**config.mk**
```make
export PLATFORM = sky130hd
export DESIGN_NAME = fetch_controller_flat
export DESIGN_NICKNAME = d
export VERILOG_FILES = /design/src/rtl/fetch_pkg.sv /design/src/rtl/fetch_if.sv /design/src/rtl/fetch_out_reg.sv /design/src/rtl/fetch_controller.sv /design/src/flat_wrapper.sv
export SDC_FILE = /design/constraint.sdc
export NUM_CORES = 1
export LEC_CHECK = 0
export BUFFER_PORTS_ARGS = -buffer_cell sky130_fd_sc_hd__buf_2
export CORE_MARGIN = 4
export CORE_UTILIZATION = 49
export DETAILED_ROUTE_END_ITERATION = 10
export PLACE_DENSITY = 0.8
export SYNTH_ARGS = -nofsm -noshare
export SYNTH_HDL_FRONTEND = slang
export SYNTH_SLANG_ARGS = --single-unit
```
**constraint.sdc**
```tcl
create_clock -name clk -period 2.1 [get_ports clk]
set_clock_uncertainty 0.15 [all_clocks]
set_input_delay 0.525 -clock clk [delete_from_list [all_inputs] [get_ports clk]]
set_output_delay 0.525 -clock clk [all_outputs]
set_load 0.02 [all_outputs]
```
**src/rtl/fetch_pkg.sv**
```systemverilog
// Shared types, widths and helpers for the instruction-fetch sequencer.
package fetch_pkg;

  localparam int unsigned INSTR_W  = 32;
  localparam int unsigned ADDR_W   = 32;
  localparam int unsigned BR_TGT_W = 16;

  typedef logic [1:0] state_t;

  localparam state_t ST_IDLE  = 2'd0;
  localparam state_t ST_FETCH = 2'd1;
  localparam state_t ST_HALT  = 2'd2;

  // Branch targets are word-aligned byte addresses zero-extended to the PC width.
  function automatic logic [ADDR_W-1:0] align_target(input logic [BR_TGT_W-1:0] tgt);
    logic [BR_TGT_W-1:0] aligned;
    aligned = tgt & {{(BR_TGT_W-2){1'b1}}, 2'b00};
    return ADDR_W'(aligned);
  endfunction

endpackage

```
**src/rtl/fetch_if.sv**
```systemverilog
// Instruction-memory request bus and IF/ID hand-off to decode.
interface fetch_if;
  import fetch_pkg::*;

  logic               imem_req;
  logic [ADDR_W-1:0]  imem_addr;
  logic               imem_ready;
  logic [INSTR_W-1:0] imem_rdata;
  logic               stall;
  logic               if_valid;
  logic [INSTR_W-1:0] if_instr;
  logic [ADDR_W-1:0]  if_pc;

  modport master (
    output imem_req, imem_addr, if_valid, if_instr, if_pc,
    input  imem_ready, imem_rdata, stall
  );

  modport slave (
    input  imem_req, imem_addr, if_valid, if_instr, if_pc,
    output imem_ready, imem_rdata, stall
  );

endinterface

```
**src/rtl/fetch_out_reg.sv**
```systemverilog
// IF/ID output register: squash beats load, load beats hold, otherwise valid drops.
module fetch_out_reg
  import fetch_pkg::*;
(
  input  logic               clk,
  input  logic               reset_n,
  input  logic               i_squash,
  input  logic               i_load,
  input  logic               i_hold,
  input  logic [INSTR_W-1:0] i_instr,
  input  logic [ADDR_W-1:0]  i_pc,
  output logic               o_valid,
  output logic [INSTR_W-1:0] o_instr,
  output logic [ADDR_W-1:0]  o_pc
);

  logic               r_valid;
  logic [INSTR_W-1:0] r_instr;
  logic [ADDR_W-1:0]  r_pc;

  always_ff @(posedge clk) begin
    if (!reset_n) begin
      r_valid <= 1'b0;
      r_instr <= '0;
      r_pc    <= '0;
    end else if (i_squash) begin
      r_valid <= 1'b0;
    end else if (i_load) begin
      r_valid <= 1'b1;
      r_instr <= i_instr;
      r_pc    <= i_pc;
    end else if (!i_hold) begin
      r_valid <= 1'b0;
    end
  end

  assign o_valid = r_valid;
  assign o_instr = r_instr;
  assign o_pc    = r_pc;

endmodule

```
**src/rtl/fetch_controller.sv**
```systemverilog
// Instruction-fetch sequencer: owns the PC, issues imem requests, and feeds decode
// with branch squash, wait-state, back-pressure and end-of-program halt handling.
module fetch_controller
  import fetch_pkg::*;
#(
  parameter logic [ADDR_W-1:0] LAST_ADDR  = 32'h0000_03FC,
  parameter logic [ADDR_W-1:0] START_ADDR = 32'h0000_0000
) (
  input  logic                clk,
  input  logic                reset_n,
  input  logic                start,
  input  logic                branch_en,
  input  logic [BR_TGT_W-1:0] branch_target,
  fetch_if.master             bus,
  output logic                halted,
  output logic [15:0]         fetch_count
);

  state_t            r_state;
  state_t            w_state_d;
  logic [ADDR_W-1:0] r_pc;
  logic [ADDR_W-1:0] w_pc_d;
  logic [15:0]       r_count;
  logic [15:0]       w_count_d;
  logic              r_halted;

  logic w_req;
  logic w_done;
  logic w_branch;
  logic w_final;

  // No new request while decode is holding a valid instruction.
  assign w_req    = (r_state == ST_FETCH) && !(bus.stall && bus.if_valid);
  assign w_done   = w_req && bus.imem_ready;
  assign w_branch = branch_en && (r_state != ST_IDLE);
  assign w_final  = (r_pc >= LAST_ADDR);

  always_comb begin
    w_state_d = r_state;
    w_pc_d    = r_pc;
    w_count_d = r_count;
    if (w_branch) begin
      w_state_d = ST_FETCH;
      w_pc_d    = align_target(branch_target);
    end else begin
      case (r_state)
        ST_IDLE: begin
          if (start) w_state_d = ST_FETCH;
        end
        ST_FETCH: begin
          if (w_done) begin
            w_count_d = (r_count == 16'hFFFF) ? r_count : r_count + 16'd1;
            if (w_final) w_state_d = ST_HALT;
            else         w_pc_d    = r_pc + 32'd4;
          end
        end
        default: ;
      endcase
    end
  end

  always_ff @(posedge clk) begin
    if (!reset_n) begin
      r_state  <= ST_IDLE;
      r_pc     <= START_ADDR;
      r_count  <= '0;
      r_halted <= 1'b0;
    end else begin
      r_state  <= w_state_d;
      r_pc     <= w_pc_d;
      r_count  <= w_count_d;
      r_halted <= (w_state_d == ST_HALT);
    end
  end

  fetch_out_reg u_out_reg (
    .clk      (clk),
    .reset_n  (reset_n),
    .i_squash (w_branch),
    .i_load   (w_done && !w_branch),
    .i_hold   (bus.stall),
    .i_instr  (bus.imem_rdata),
    .i_pc     (r_pc),
    .o_valid  (bus.if_valid),
    .o_instr  (bus.if_instr),
    .o_pc     (bus.if_pc)
  );

  assign bus.imem_req  = w_req;
  assign bus.imem_addr = r_pc;
  assign halted        = r_halted;
  assign fetch_count   = r_count;

endmodule

```
**src/flat_wrapper.sv**
```systemverilog
// flat-port wrapper written by rule: the top's interface ports become plain ports
module fetch_controller_flat import fetch_pkg::*;
#(
  parameter logic [ADDR_W-1:0] LAST_ADDR  = 32'h0000_03FC,
  parameter logic [ADDR_W-1:0] START_ADDR = 32'h0000_0000
)
  (clk, reset_n, start, branch_en, branch_target, halted, fetch_count, bus_imem_req, bus_imem_addr, bus_if_valid, bus_if_instr, bus_if_pc, bus_imem_ready, bus_imem_rdata, bus_stall);
  fetch_if bus_i ();
  input  logic clk;
  input  logic reset_n;
  input  logic start;
  input  logic branch_en;
  input  logic [BR_TGT_W-1:0] branch_target;
  output logic halted;
  output logic [15:0] fetch_count;
  output wire logic [$bits(bus_i.imem_req)-1:0] bus_imem_req;
  output wire logic [$bits(bus_i.imem_addr)-1:0] bus_imem_addr;
  output wire logic [$bits(bus_i.if_valid)-1:0] bus_if_valid;
  output wire logic [$bits(bus_i.if_instr)-1:0] bus_if_instr;
  output wire logic [$bits(bus_i.if_pc)-1:0] bus_if_pc;
  input wire logic [$bits(bus_i.imem_ready)-1:0] bus_imem_ready;
  input wire logic [$bits(bus_i.imem_rdata)-1:0] bus_imem_rdata;
  input wire logic [$bits(bus_i.stall)-1:0] bus_stall;
  assign bus_imem_req = bus_i.imem_req;
  assign bus_imem_addr = bus_i.imem_addr;
  assign bus_if_valid = bus_i.if_valid;
  assign bus_if_instr = bus_i.if_instr;
  assign bus_if_pc = bus_i.if_pc;
  assign bus_i.imem_ready = bus_imem_ready;
  assign bus_i.imem_rdata = bus_imem_rdata;
  assign bus_i.stall = bus_stall;
  fetch_controller #(.LAST_ADDR(LAST_ADDR), .START_ADDR(START_ADDR)) u_core (.clk(clk), .reset_n(reset_n), .start(start), .branch_en(branch_en), .branch_target(branch_target), .bus(bus_i), .halted(halted), .fetch_count(fetch_count));
endmodule
```
==> metrics.txt, run 1 <==
EDFF count, synth 0; Die Y 104 microns; hold buffers post-CTS 0; Pleak 2.67 nW; fmax 501 MHz; first-pass GRT wire length 18.5 mm; worst setup margin 0.105 ns; gr ovfl total 0; Setup CP Type flop to primary output; CP required 1.42 ns; Place WS -0.0313 ns; mapped cell area 4510 sq um; Critical Path End Type primary output; ant diodes 0; placed cell count 769; peak supply drop 0.431 mV; CTS clk-pin slew, worst paths 0.11 ns; async set-reset flop share out of synthesis 0; commonest cells after routing, fill and taps aside buf_2, nand2_1, dfxtp_1; top-area cell type share of the netlist area 0.497; Crit path max-delay family flip-flops; Min Clock Period, post-route 2.00 ns; final std cells w/o fill 787; unrepaired setup endpoints after global routing no; Final GP Congestion 0.876; post-layout util 0.649; final hold viol count 0; max-cap violation count 0; layout net count 730; CP bufs+invs 1; clock root buffer clkbuf_8; Worst Setup Start Kind flop; CP peak stage delay 0.41 ns; leading area contributor after synthesis dfxtp_1; dpl cell area 5500 sq um; Buffers on Ports 162; WL per Instance 14.5 microns; Antenna Nets Post-Route 0; largest net degree at the start of global routing 57; setup violators final 0; Mapped Cells 512; I/O Pins 169; Initial Util 0.510; clock sinks 112; layout cells sized above 1 0.311; GRT Total Usage 0.204; slew at the pin with the worst max-slew slack 0.705 ns; vias in the first global route 3880; Tot Pwr 4.03 mW; synthesized flop and latch total 112; initial antenna violation count 0; Cell Chain, Critical Path and2b_4 > and2_1 > buf_2; Core Rows 34; TritonCTS clock tree done; Max stage delay cell, worst path dfxtp_1; power density over the cells 702 nW/um^2; CP Max Fanout 6; post-synthesis sequential area ratio 0.497; post-DP HPWL 8.28 mm; worst-skew pair later-pin latency 0.36 ns; Syn-to-layout area delta 27.3%; Inserted Clock Buffers 9; commonest non-fill, non-tap cell in the layout buf_2; Syn. warnings 0; Mapped Avg Cell Area 8.81 sq um; WL final 11.4 mm; DR iter-0 viols 161; ys flop type dfxtp_1; Vias/cell 5.17; Slew Limit Headroom 0.530; Synth cell types 37; CTS Buffer Depth 2; design area 5740 sq um; Worst Path Arrival 1.32 ns; Placeable Area 8850 sq um; period utilisation layout 0.950; H-tree depth 3; Die X 104 microns; die area 10800 sq um; drt pass-1 iters 4; DR vias 4069; Slew Viols, Final 0; hold crit path type input pin to flop; drt drc 0; outcome finished, final reports clean; top cells by area, synth dfxtp_1, nand2_1, a21boi_0
[per-stage QoR]
| step | TNS [ns] | hold WS, ns |
|---|---|---|
| floorplan | 0 | 0.326 |
| global placement | 0 | 0.288 |
| detailed placement | -0.0353 | 0.292 |
| CTS | 0 | 0.236 |
| global route | 0 | 0.243 |
| finish | 0 | 0.251 |
[cell type report]
| cell class | instances | area [sq um] |
|---|---|---|
| Tap cell | 108 | 135 |
| Inverter | 5 | 18.8 |
| Multi-Input combinational cell | 364 | 2130 |
| Fill cell | 770 | 3110 |
| Timing Repair Buffer | 182 | 1010 |
| Clock inverter | 6 | 73.8 |
| Sequential cell | 112 | 2240 |
| Clock buffer | 10 | 138 |
[cells in the mapped netlist (all sizes together), types with 5 or more instances]
| cell | instances |
|---|---|
| a21boi | 68 |
| a21oi | 12 |
| and2 | 12 |
| and3 | 23 |
| buf | 12 |
| clkbuf | 22 |
| dfxtp | 112 |
| inv | 5 |
| mux2i | 9 |
| nand2 | 151 |
| nand2b | 8 |
| nand3 | 8 |
| nand4 | 12 |
| nor4 | 11 |
| o21ai | 9 |
| xor2 | 8 |
[per-layer routing]
metal	wire, microns	vias to the layer above	global-route usage
met3	689	10	0.0397
li1	-	2043	-
met4	166	0	0.0769
met5	0	-	0
met1	4870	1895	0.248
met2	5710	121	0.356
[power breakdown]
group / switching (mW) / internal, mW / leakage (nW)
Sequential: 0.0366 / 2.18 / 0.906
Combinational: 0.290 / 0.193 / 1.66
Clock: 0.736 / 0.602 / 0.101
[final timing paths]
kind / start / to / slack, ns / cells past startpoint
hold reg to reg: u_core.u_out_reg.o_pc[22] / u_core.u_out_reg.o_pc[22] / 0.31 / 2
hold / removal: bus_imem_rdata[27] / u_core.u_out_reg.o_instr[27] / 0.25 / 3
setup reg to reg: u_core.r_state[1] / u_core.u_out_reg.o_instr[12] / 0.14 / 7
setup / recovery: u_core.r_state[1] / bus_imem_req / 0.10 / 3
[logic make-up (layout without fill, tap and decap cells)]
logic type                 count (synthesis)  count (layout)  synth area share
buffers and inverters                     39             203            0.0385
adders and majority gates                  2               2           0.00554
xor gates and xnor gates                  11              11            0.0213
AOI/OAI and AO/OA                        100             100             0.156
muxes                                      9               9            0.0200
other                                      1               4          0.000831
and+or+nand+nor                          238             238             0.261
DFF                                      112             112             0.497
[repair_timing]
action	in CTS	in global routing
setup buffers	0	1
gates resized for setup	0	1
setup endpoints to repair	0	3
[flip-flops by register name (all words and copies together), names as in the netlist]
name / flops
u_core.halted: 1
u_core.u_out_reg.o_pc: 30
u_core.bus.imem_addr: 30
u_core.u_out_reg.o_instr: 32
u_core.fetch_count: 16
u_core.u_out_reg.o_valid: 1
u_core.r_state: 2
[tightest hold or removal path, stage by stage]
cell and delay [ns]:
buf_2 0.09, nand2_1 0.04, a21boi_0 0.06
Power figures use the tool's default switching activity.
==> inputs of run 2 (changes only) <==
--- a/config.mk
+++ b/config.mk
@@ -5,6 +5,7 @@
 export SDC_FILE = /design/constraint.sdc
 export NUM_CORES = 1
 export LEC_CHECK = 0
+export ABC_AREA = 1
 export BUFFER_PORTS_ARGS = -buffer_cell sky130_fd_sc_hd__buf_2
 export CORE_MARGIN = 4
 export CORE_UTILIZATION = 49
==> run 2 against run 1 <==
Via count grew 9.8%. First-iteration DRC count is 7.5% higher. Global-route usage increased by 2.7 points. Register-to-register slack improved by 0.04 ns. Sequential share of layout area grew 0.46 points. Final cell count rose by 11%. Total power grew 14%. Die area fell by 0.84%.
==> metrics.txt, run 2 <==
Pleak 2.88 nW (+7.8%); dpl cell area 5480 sq um (-0.32%); mapped cell area 4470 sq um (-0.91%); Min Clock Period, post-route 1.92 ns (-0.0756 ns); post-DP HPWL 9.12 mm (+10%); sequential share of power 0.517 (-0.032); async set-reset flop share out of synthesis 0 (unchanged); Syn-to-layout area delta 26.9%; power density over the cells 813 nW/um^2 (+16%); ys flop type dfxtp_1; final hold viol count 0 (unchanged); top cells by count, synth nor2_1, dfxtp_1, nand2_1; max-cap violation count 0 (unchanged); top-area cell type share of the netlist area 0.501 (+0.00459); Syn. warnings 0 (unchanged); hold buffers post-CTS 0 (unchanged); DR vias 4467 (+9.8%); post-layout util 0.645 (-0.00454); GRT Total Usage 0.231 (+0.0274); P_int 3.17 mW (+6.6%); synthesized flop and latch total 112 (unchanged); clock sinks 112 (unchanged); Setup CP Type flop to flop; Inserted Clock Buffers 9 (unchanged); post-CTS setup buffer count 0 (unchanged); initial antenna violation count 1 (+1); Sw Ratio 0.313 (+0.0499); vias in the first global route 4467 (+15%); Initial Util 0.508 (-0.00222); I/O Pins 169 (unchanged); power share of the combinational group 0.202 (+0.082); Cell Chain, Critical Path ha_1 > nand2_2 > nor3_4 > nand2_2 > nor2_2 > nand2_2 > nand2_4 > buf_4 > nand2_1 > a21oi_1; Synth cell types 32 (-14%); design area 5680 sq um (-1.2%); Clock Power Share 0.281 (-0.051); Critical Path End Type flop; post-synthesis sequential area ratio 0.501 (+0.00459); CP peak stage delay 0.36 ns (-0.05 ns); outcome finished, final reports clean; H-tree depth 3 (unchanged); Final GP Congestion 0.884 (+0.94%); CTS Buffer Depth 2 (unchanged); Vias/cell 5.10 (-1.4%); Switch Pwr 1.45 mW (+36%); WL per Instance 14.1 microns (-3.2%); hold crit path type input pin to flop; worst-skew pair later-pin latency 0.37 ns (about the same); slew at the pin with the worst max-slew slack 0.581 ns (-0.124 ns); Antenna Nets Post-Route 0 (unchanged); layout net count 819 (+12%); leading area contributor after synthesis dfxtp_1; Slew Viols, Final 0 (unchanged); EDFF count, synth 0 (unchanged); fill count 797 (+3.5%); Buffers on Ports 162 (unchanged); Mapped Cells 595 (+16%); Worst Setup Start Kind flop; cts repair resizes 0 (unchanged); setup violators final 0 (unchanged); drt pass-1 iters 4 (unchanged); period utilisation layout 0.914 (-0.0360); most frequent CP cell nand2_2; Die X 104 microns (-0.42%); most frequent cell after synthesis nor2_1; TritonCTS clock tree done; Worst Hold Slack 0.219 ns (-0.0323 ns); Die Y 104 microns (-0.42%); top cells by area, synth dfxtp_1, nor2_1, o21ai_0; largest net degree at the start of global routing 78 (+37%); Slew Limit Headroom 0.612 (+0.0824); peak supply drop 0.510 mV (+18%); Mapped Avg Cell Area 7.52 sq um (-15%); CTS clk-pin slew, worst paths 0.11 ns (about the same); die area 10700 sq um (-0.84%); unrepaired setup endpoints after global routing no; Placeable Area 8810 sq um (-0.48%); CP Max Fanout 11 (+5); commonest cells after routing, fill and taps aside buf_2, nor2_1, dfxtp_1; first-pass GRT wire length 20.9 mm (+13%); Max stage delay cell, worst path dfxtp_1; number of flip-flops in the largest register 32 (unchanged); clock root buffer clkbuf_8; Worst Path Arrival 2.06 ns (+0.74 ns); drt drc 0 (unchanged); Core Rows 34 (unchanged); commonest non-fill, non-tap cell in the layout buf_2; fmax 521 MHz (+3.9%); layout cells sized above 1 0.280 (-0.0304); DR iter-0 viols 173 (+7.5%); gr ovfl total 0 (unchanged); CP required 2.24 ns (+0.82 ns); WL final 12.3 mm (+7.7%)
## run 2: metal layers
layer / up-vias / track usage / routed length (microns)
met5: - / 0 / 0
met4: 0 / 0.0779 / 170
met3: 13 / 0.0634 / 965
met2: 152 / 0.390 / 5890
met1: 2080 / 0.286 / 5290
li1: 2222 / - / -
## run 2: critical path: cells and delay by family (launching register included)
kind,cells,cell delay [ns]
simple gates,7,0.81
fa+ha+maj,1,0.21
compound gates,1,0.14
flops,1,0.36
buf+inv,1,0.18
## run 2: cells by family after synthesis
| logic type | Yosys count | share of synthesized area |
|---|---|---|
| AO/OA/AOI/OAI | 124 | 0.144 |
| XOR/XNOR | 14 | 0.0274 |
| adder cells (fa/ha/maj) | 2 | 0.00560 |
| buffers and inverters | 80 | 0.0800 |
| flip-flops | 112 | 0.501 |
| multiplexers | 1 | 0.00224 |
| other | 1 | 0.000839 |
| AND/OR/NAND/NOR | 261 | 0.238 |
## run 2: final cells by class
class                           count  area (sq um)  area share
Sequential cell                   112          2240       0.395
Multi-Input combinational cell    406          1880       0.332
Clock buffer                       10           128      0.0225
Timing Repair Buffer              185          1030       0.182
Clock inverter                      5          67.6      0.0119
Tap cell                          108           135      0.0238
Inverter                           49           184      0.0324
Antenna cell                        1          2.50    0.000441
## run 2: metrics by stage
stage               total power [mW]  setup TNS [ns]  instances  worst slack, ns
floorplan                       3.00               0        598            0.123
global placement                3.33               0        860           0.0607
CTS                             4.63               0        875            0.167
finish                          4.61               0        876            0.181
global route                    4.85               0        876          0.00495
detailed placement              3.36        -0.00425        860         -0.00425
## run 2: power groups by stage
stage	Clock (mW)	Sequential [mW]	Combinational [mW]
2_1_floorplan	0	2.61	0.388
3_3_place_gp	0	2.42	0.915
3_5_place_dp	0	2.43	0.937
4_1_cts	1.31	2.38	0.939
5_1_grt	1.41	2.40	1.04
6_report	1.30	2.38	0.932
## run 2: worst paths after layout
check	start	end	slack, ns	depth (start not counted)
worst min register to register	u_core.bus.imem_addr[18]	u_core.bus.imem_addr[18]	0.33	2
worst max register to register	u_core.fetch_count[0]	u_core.fetch_count[8]	0.18	10
worst max-delay path	u_core.fetch_count[0]	u_core.fetch_count[8]	0.18	10
worst min-delay path	bus_imem_rdata[26]	u_core.u_out_reg.o_instr[26]	0.22	3
